==> src/rtl/rf_writeback.sv <==
// Write-back arbiter for the integer register file: round-robin between EXU and LSU,
// registered write port, and a forwarding tap. Optional RF_WB_PERF_CNT_EN adds wb_count.
module rf_writeback #(
  parameter int ADDR_WIDTH = 5,
  parameter int DATA_WIDTH = 32
) (
  input  logic                  clk,
  input  logic                  rst,
  input  logic                  exu_valid,
  output logic                  exu_ready,
  input  logic [ADDR_WIDTH-1:0] exu_rd,
  input  logic [DATA_WIDTH-1:0] exu_data,
  input  logic                  lsu_valid,
  output logic                  lsu_ready,
  input  logic [ADDR_WIDTH-1:0] lsu_rd,
  input  logic [DATA_WIDTH-1:0] lsu_data,
  output logic                  rf_wen,
  output logic [ADDR_WIDTH-1:0] rf_waddr,
  output logic [DATA_WIDTH-1:0] rf_wdata,
  input  logic [ADDR_WIDTH-1:0] rs_addr,
  output logic                  fwd_hit,
  output logic [DATA_WIDTH-1:0] fwd_data
`ifdef RF_WB_PERF_CNT_EN
  ,
  output logic [31:0]           wb_count
`endif
);

  logic                  pri_reg, pri_next;
  logic                  grant_exu, grant_lsu;
  logic [ADDR_WIDTH-1:0] sel_rd;
  logic [DATA_WIDTH-1:0] sel_data;
  logic                  wen_reg, wen_next;
  logic [ADDR_WIDTH-1:0] waddr_reg, waddr_next;
  logic [DATA_WIDTH-1:0] wdata_reg, wdata_next;

  // pri=0: EXU wins a tie, pri=1: LSU wins a tie. Grants are suppressed in reset.
  always_comb begin
    grant_exu = 1'b0;
    grant_lsu = 1'b0;
    if (!rst) begin
      if (exu_valid && (!lsu_valid || !pri_reg))
        grant_exu = 1'b1;
      else if (lsu_valid)
        grant_lsu = 1'b1;
    end
  end

  assign exu_ready = grant_exu;
  assign lsu_ready = grant_lsu;
  assign sel_rd    = grant_lsu ? lsu_rd   : exu_rd;
  assign sel_data  = grant_lsu ? lsu_data : exu_data;

  always_comb begin
    pri_next   = pri_reg;
    wen_next   = 1'b0;
    waddr_next = waddr_reg;
    wdata_next = wdata_reg;
    if (grant_exu || grant_lsu) begin
      pri_next = grant_exu;
      // Writes to x0 release the producer but never reach the register file.
      if (sel_rd != '0) begin
        wen_next   = 1'b1;
        waddr_next = sel_rd;
        wdata_next = sel_data;
      end
    end
  end

  always_ff @(posedge clk) begin
    if (rst) begin
      pri_reg   <= 1'b0;
      wen_reg   <= 1'b0;
      waddr_reg <= '0;
      wdata_reg <= '0;
    end else begin
      pri_reg   <= pri_next;
      wen_reg   <= wen_next;
      waddr_reg <= waddr_next;
      wdata_reg <= wdata_next;
    end
  end

  assign rf_wen   = wen_reg;
  assign rf_waddr = waddr_reg;
  assign rf_wdata = wdata_reg;

  // Covers the cycle before the array holds the value being written.
  assign fwd_hit  = wen_reg && (waddr_reg == rs_addr) && (rs_addr != '0);
  assign fwd_data = wdata_reg;

`ifdef RF_WB_PERF_CNT_EN
  logic [31:0] count_reg;

  always_ff @(posedge clk) begin
    if (rst)
      count_reg <= '0;
    else if (wen_reg)
      count_reg <= count_reg + 32'd1;
  end

  assign wb_count = count_reg;
`endif

endmodule

==> config.mk <==
export PLATFORM = sky130hd
export DESIGN_NAME = rf_writeback
export DESIGN_NICKNAME = d
export VERILOG_FILES = /design/src/rtl/rf_writeback.sv
export SDC_FILE = /design/constraint.sdc
export NUM_CORES = 1
export LEC_CHECK = 0
export BUFFER_PORTS_ARGS = -buffer_cell sky130_fd_sc_hd__buf_4
export CAP_MARGIN = 40
export CORE_AREA = 5 5 89 91
export DETAILED_ROUTE_END_ITERATION = 16
export DIE_AREA = 0 0 94 96
export GPL_ROUTABILITY_DRIVEN = 1
export PLACE_DENSITY_LB_ADDON = 0.08
export SLEW_MARGIN = 20
export SYNTH_ARGS = -nofsm -noshare
export SYNTH_HDL_FRONTEND = slang
export SYNTH_SLANG_ARGS = --single-unit
==> constraint.sdc <==
create_clock -name clk -period 1.92 [get_ports clk]
set_input_delay 0.384 -clock clk [delete_from_list [all_inputs] [get_ports clk]]
set_output_delay 0.384 -clock clk [all_outputs]
set_load 0.005 [all_outputs]
==> results of run 1 <==
-- report_power, final --
group          leakage [nW]  total, W  switching (W)  internal (W)
clock                0.0412  0.000560       0.000306      0.000254
combinational          1.46  0.000668       0.000245      0.000423
sequential            0.325  0.000970      0.0000749      0.000896
total                  1.83   0.00220       0.000626       0.00157
-- cell type report --
class | count | area share [%]
repair buffers | 167 | 37.3
well taps | 99 | 3.58
flip-flops and latches | 39 | 22.6
clock buffers | 6 | 2.10
multi-input cells | 150 | 33.6
inverters | 5 | 0.542
clock inverters | 2 | 0.362
-- path summary, 6_finish.rpt --
| kind | endpoint | slack [ns] | depth (start not counted) |
|---|---|---|---|
| worst max-delay path | fwd_hit | 0.19 | 5 |
| worst min-delay path | pri_reg | 0.30 | 2 |
| worst max register to register | fwd_data[1] | 0.39 | 5 |
| worst min register to register | fwd_data[7] | 0.48 | 2 |
-- metal layers --
layer  up-vias  track usage (%)  share of wire, %
met5         -                0                 0
met4         0             4.09              0.88
met3         5             4.46               9.4
met2        97             23.8                49
met1       951             16.9                41
li1       1059                -                 -
-- per-stage QoR --
stage,setup slack [ns],cells,cell area [µm²],utilization (%)
final,0.195,468,3460,49.0
after global routing,0.0889,468,3460,49.0
after CTS,0.0898,468,3460,49.0
after detailed placement,0.0193,460,3370,47.8
after global placement,0.0370,460,3370,47.8
after floorplan,0.214,239,2290,-
-- cell families (layout without fill, tap and decap cells) --
kind of cell,Yosys count,in the layout,share of synthesized area (%)
muxes,66,66,28.9
and+or+nand+nor,61,61,13.6
buffers and inverters,50,180,15.3
DFF,39,39,34.1
AOI/OAI and AO/OA,19,19,6.67
xor gates and xnor gates,4,4,1.53
-- worst max-delay path, delay by kind of cell (launching register included) --
family,cells,cell delay [ns]
xor gates and xnor gates,1,0.17
buffers and inverters,1,0.12
and+or+nand+nor,3,0.41
DFF,1,0.35
-- repair_timing --
action,in CTS,in global routing
setup endpoints to repair,0,1
resized for setup,0,1
setup buffers,0,0
-- synth_stat cells (all sizes together) --
cell type | n | area (µm²)
dfxtp | 39 | 781
xnor2 | 1 | 8.76
o21bai | 1 | 7.51
nand2 | 34 | 130
o31a | 1 | 8.76
o2111ai | 2 | 17.5
o21ai | 3 | 15.0
xor2 | 3 | 26.3
nand3 | 3 | 15.0
nor4b | 1 | 15.0
a31oi | 1 | 6.26
nor3 | 5 | 36.3
a211oi | 4 | 47.5
o2bb2ai | 1 | 8.76
buf | 41 | 315
nor2b | 5 | 31.3
or3 | 1 | 6.26
nor4 | 3 | 18.8
inv | 5 | 18.8
o32ai | 2 | 17.5
nor2 | 3 | 11.3
a2111oi | 1 | 8.76
mux2i | 66 | 661
nand2b | 2 | 12.5
clkbuf | 4 | 15.0
or4 | 2 | 18.8
a21oi | 3 | 15.0
nand3b | 2 | 15.0
==> out/metrics.yaml, run 1 <==
status: "finished clean"
dr.pass1.iters: 4
drc: 0
grt_pass1_wl_mm: 10.2
io_pins: 156
crit_fanout: 4
finalCritPeriodShare_pct: 89.8
critPathCaptureType: "primary output"
drive_gt1_share_pct: 49.1
cts_root_buf: "clkbuf_8"
cts_buffers: 5
fmax_ghz: 0.580
timing.rr.start: "pri_reg"
yosysWarnings: 0
ant_nets: 0
start_util_pct: 32.4
crit_path_start_kind: "flip-flop"
finalSetupViolations: 0
die-area_um2: 9020
slowest_stage: "dfxtp_1"
hold_violations: 0
rsz0062_at_grt: "no"
report.final.slew_viol_count: 0
worst_slew_pin_slew_ns: 0.419
cp_cell_sequence: "xor2_1 -> nor3_1 -> nand3_1 -> nor2_1 -> buf_4"
antenna_found_initial: 0
place.gp.congestion: 0.871
pwr_density_cell_nw_per_um2: 635
wirelength_mm: 6.46
die_x_um: 94
synthToLayoutAreaGrowth_pct: 51.2
min-delay-start: "lsu_valid"
final_common_cell: "buf_4"
avgRoutedWirePerCell_um: 13.8
fillerInstances: 684
dieHeight_um: 96
htree_levels: 2
ys_types: 35
largest_reg_flops: 32
hp-class: "in2reg"
core_um2: 7060
avgViaCountPerCell: 4.51
cts-hold-fix-buffers: 0
synth_seq_area_share_pct: 34.1
whs_ns: 0.299
worstSkewPairLatency_ns: 0.29
mostFrequentLayoutCells: "buf_4, mux2i_1, dfxtp_1, nand2_1"
syn-num-nets: 322
drt_iter0_markers: 38
cts_tree: "done"
n_antenna_cell: 0
synth.ff_latch_count: 39
multi_input_area_um2: 1160
finalCriticalPeriod_ns: 1.73
cts.sinks: 39
max_stage_delay_ns: 0.35
peakVddDrop_uv: 313
startpoint: "rf_waddr[2]"
io_buffers: 155
skew_ns: 0.00255
p_leak_nw: 1.83
clk_pin_slew_ns: 0.08
fp-row-count: 31
nNetsFinal: 451
crit_arrival_ns: 1.34
critPathKind: "reg2out"
tns_ns: 0
slew_headroom_pct: 71.3
grt_pass1_vias: 2186
required_ns: 1.54
clockBufferDepth: 2
grt_use_total_pct: 14.0
drv_cap: 0
finalPower_w: 0.00220
vias: 2112
syn_area_per_cell_um2: 9.58
grt_overflow: 0
synthCells: 239
regArea_um2: 781
grt_max_degree: 32
syn_area_um2: 2290
dp_hpwl_mm: 5.14
(Power assumes the default switching activity.)
==> inputs of run 2 (changes only) <==
==> config.mk (replaced) <==
export PLATFORM = sky130hd
export DESIGN_NAME = rf_writeback
export DESIGN_NICKNAME = d
export VERILOG_FILES = /design/src/rtl/rf_writeback.sv
export SDC_FILE = /design/constraint.sdc
export NUM_CORES = 1
export LEC_CHECK = 0
export BUFFER_PORTS_ARGS = -buffer_cell sky130_fd_sc_hd__buf_2
export CAP_MARGIN = 40
export CORE_AREA = 5 5 80 82
export DETAILED_ROUTE_END_ITERATION = 16
export DIE_AREA = 0 0 85 87
export GPL_ROUTABILITY_DRIVEN = 1
export PLACE_DENSITY_LB_ADDON = 0.08
export SKIP_CTS_REPAIR_TIMING = 1
export SLEW_MARGIN = 20
export SYNTH_ARGS = -nofsm -noshare
export SYNTH_HDL_FRONTEND = slang
export SYNTH_SLANG_ARGS = --single-unit
==> run 2 against run 1 <==
Effect of this change:
- via count down 3.6%
- highest routed layer unchanged
- sequential share of layout area up 3.0 points
- core utilization up 4.8 points
- critical endpoint is now exu_ready
- clock skew about the same
- die area down 18%
==> out/metrics.yaml, run 2 (same netlist as run 1, synthesis figures left out) <==
dp_hpwl_mm: 4.58  # -11%
crit_fanout: 6  # +2
p_leak_nw: 1.73  # -5.3%
ant_nets: 0  # unchanged
place.gp.congestion: 0.780  # -10%
crit_arrival_ns: 1.37  # +0.03 ns
status: "finished clean"
vias: 2036  # -3.6%
slew_headroom_pct: 56.2  # -15 points
report.final.slew_viol_count: 0  # unchanged
grt_overflow: 0  # unchanged
dieHeight_um: 87  # -9.4%
avgViaCountPerCell: 4.63  # +2.5%
worstSkewPairLatency_ns: 0.29  # about the same
p_seq_share_pct: 43.9  # -0.2 points
fmax_ghz: 0.569  # -1.9%
hp-class: "in2reg"
clockBufferDepth: 2  # unchanged
nNetsFinal: 447  # -0.89%
post-route-util_pct: 53.8  # +4.8 points
finalCriticalPeriod_ns: 1.76  # +0.0340 ns
cts_tree: "done"
synthToLayoutAreaGrowth_pct: 33.4
drt_iter0_markers: 32  # -16%
avgRoutedWirePerCell_um: 13.1  # -5.1%
skew_ns: 0.00247  # -0.0000876 ns
clk_pin_slew_ns: 0.08  # about the same
n_antenna_cell: 0  # unchanged
critPathKind: "reg2out"
core_um2: 5680  # -20%
pwr_density_cell_nw_per_um2: 716  # +13%
peakVddDrop_uv: 351  # +12%
mostFrequentLayoutCells: "buf_2, mux2i_1, dfxtp_1, nand2_1"
intPower_w: 0.00158  # +0.39%
grt_pass1_vias: 1986  # -9.1%
finalSetupViolations: 0  # unchanged
io_buffers: 155  # unchanged
final_common_cell: "buf_2"
die-area_um2: 7400  # -18%
drv_cap: 0  # unchanged
tns_ns: 0  # unchanged
critPathCaptureType: "primary output"
grt_pass1_wl_mm: 8.95  # -12%
dr.pass1.iters: 4  # unchanged
htree_levels: 2  # unchanged
wirelength_mm: 5.76  # -11%
cts.sinks: 39  # unchanged
switchingPower_w: 0.000607  # -2.9%
drive_gt1_share_pct: 48.8  # -0.28 points
hold_violations: 0  # unchanged
grt_use_total_pct: 14.8  # +0.82 points
combPwrFrac_pct: 24.6  # -5.8 points
antenna_found_initial: 0  # unchanged
fp-row-count: 28  # -9.7%
cts_root_buf: "clkbuf_8"
finalCritPeriodShare_pct: 91.6  # +1.8 points
required_ns: 1.54  # about the same
die_x_um: 85  # -9.6%
drc: 0  # unchanged
crit_path_start_kind: "flip-flop"
worst_slew_pin_slew_ns: 0.641  # +0.222 ns
fillerInstances: 567  # -17%
rsz0062_at_grt: "no"
grt_max_degree: 32  # unchanged
start_util_pct: 40.3  # +7.9 points
io_pins: 156  # unchanged
largest_reg_flops: 32  # unchanged
clkPwrFrac_pct: 31.5  # +6.0 points
cts_buffers: 5  # unchanged
p_sw_share_pct: 27.8  # -0.68 points
==> run 2: power by group through the flow <==
stage          Combinational (W)  Sequential [W]  Clock, W
6_report                0.000538        0.000960  0.000689
5_1_grt                 0.000596        0.000977  0.000731
2_1_floorplan           0.000342        0.000981         0
3_3_place_gp            0.000541        0.000979         0
4_1_cts                 0.000548        0.000962  0.000711
3_5_place_dp            0.000547        0.000979         0
==> run 2: metrics by stage <==
step | hold slack (ns) | cells | area (µm²) | worst slack (ns) | total power, W
final | 0.317 | 440 | 3050 | 0.161 | 0.00219
after global routing | 0.328 | 440 | 3050 | 0.0818 | 0.00230
after CTS | 0.305 | 440 | 3050 | 0.0799 | 0.00222
after detailed placement | 0.459 | 432 | 2940 | 0.0213 | 0.00153
after global placement | 0.454 | 432 | 2940 | 0.0528 | 0.00152
after floorplan | 0.451 | 239 | 2290 | 0.214 | 0.00132
==> run 2: critical path, stage by stage, from the launching register on <==
cell and delay [ns]:
dfxtp_1 0.33, nand2b_2 0.26, nand2_2 0.17, inv_1 0.08, nor2_1 0.11, buf_2 0.13
==> run 2: final timing paths <==
path | slack [ns] | endpoint | cells past startpoint | from
setup / recovery | 0.16 | exu_ready | 5 | pri_reg
hold / removal | 0.32 | pri_reg | 2 | lsu_valid
setup reg to reg | 0.33 | rf_waddr[1] | 4 | pri_reg
hold reg to reg | 0.47 | fwd_data[23] | 2 | fwd_data[23]
==> run 2: final cells by class <==
type / instances / area [µm²] / share of cell area [%]
multi-input cells: 150 / 1160 / 38.0
repair buffers: 163 / 886 / 29.0
flip-flops and latches: 39 / 781 / 25.6
well taps: 75 / 93.8 / 3.07
clock buffers: 5 / 68.8 / 2.25
clock inverters: 3 / 43.8 / 1.43
inverters: 5 / 18.8 / 0.615
==> run 2: metal layers <==
| layer | GRT usage (%) | vias to the layer above | wire [µm] |
|---|---|---|---|
| met1 | 18.0 | 894 | 2350 |
| met2 | 24.8 | 91 | 2760 |
| met5 | 0 | - | 0 |
| li1 | - | 1045 | - |
| met3 | 4.45 | 6 | 588 |
| met4 | 5.18 | 0 | 69 |
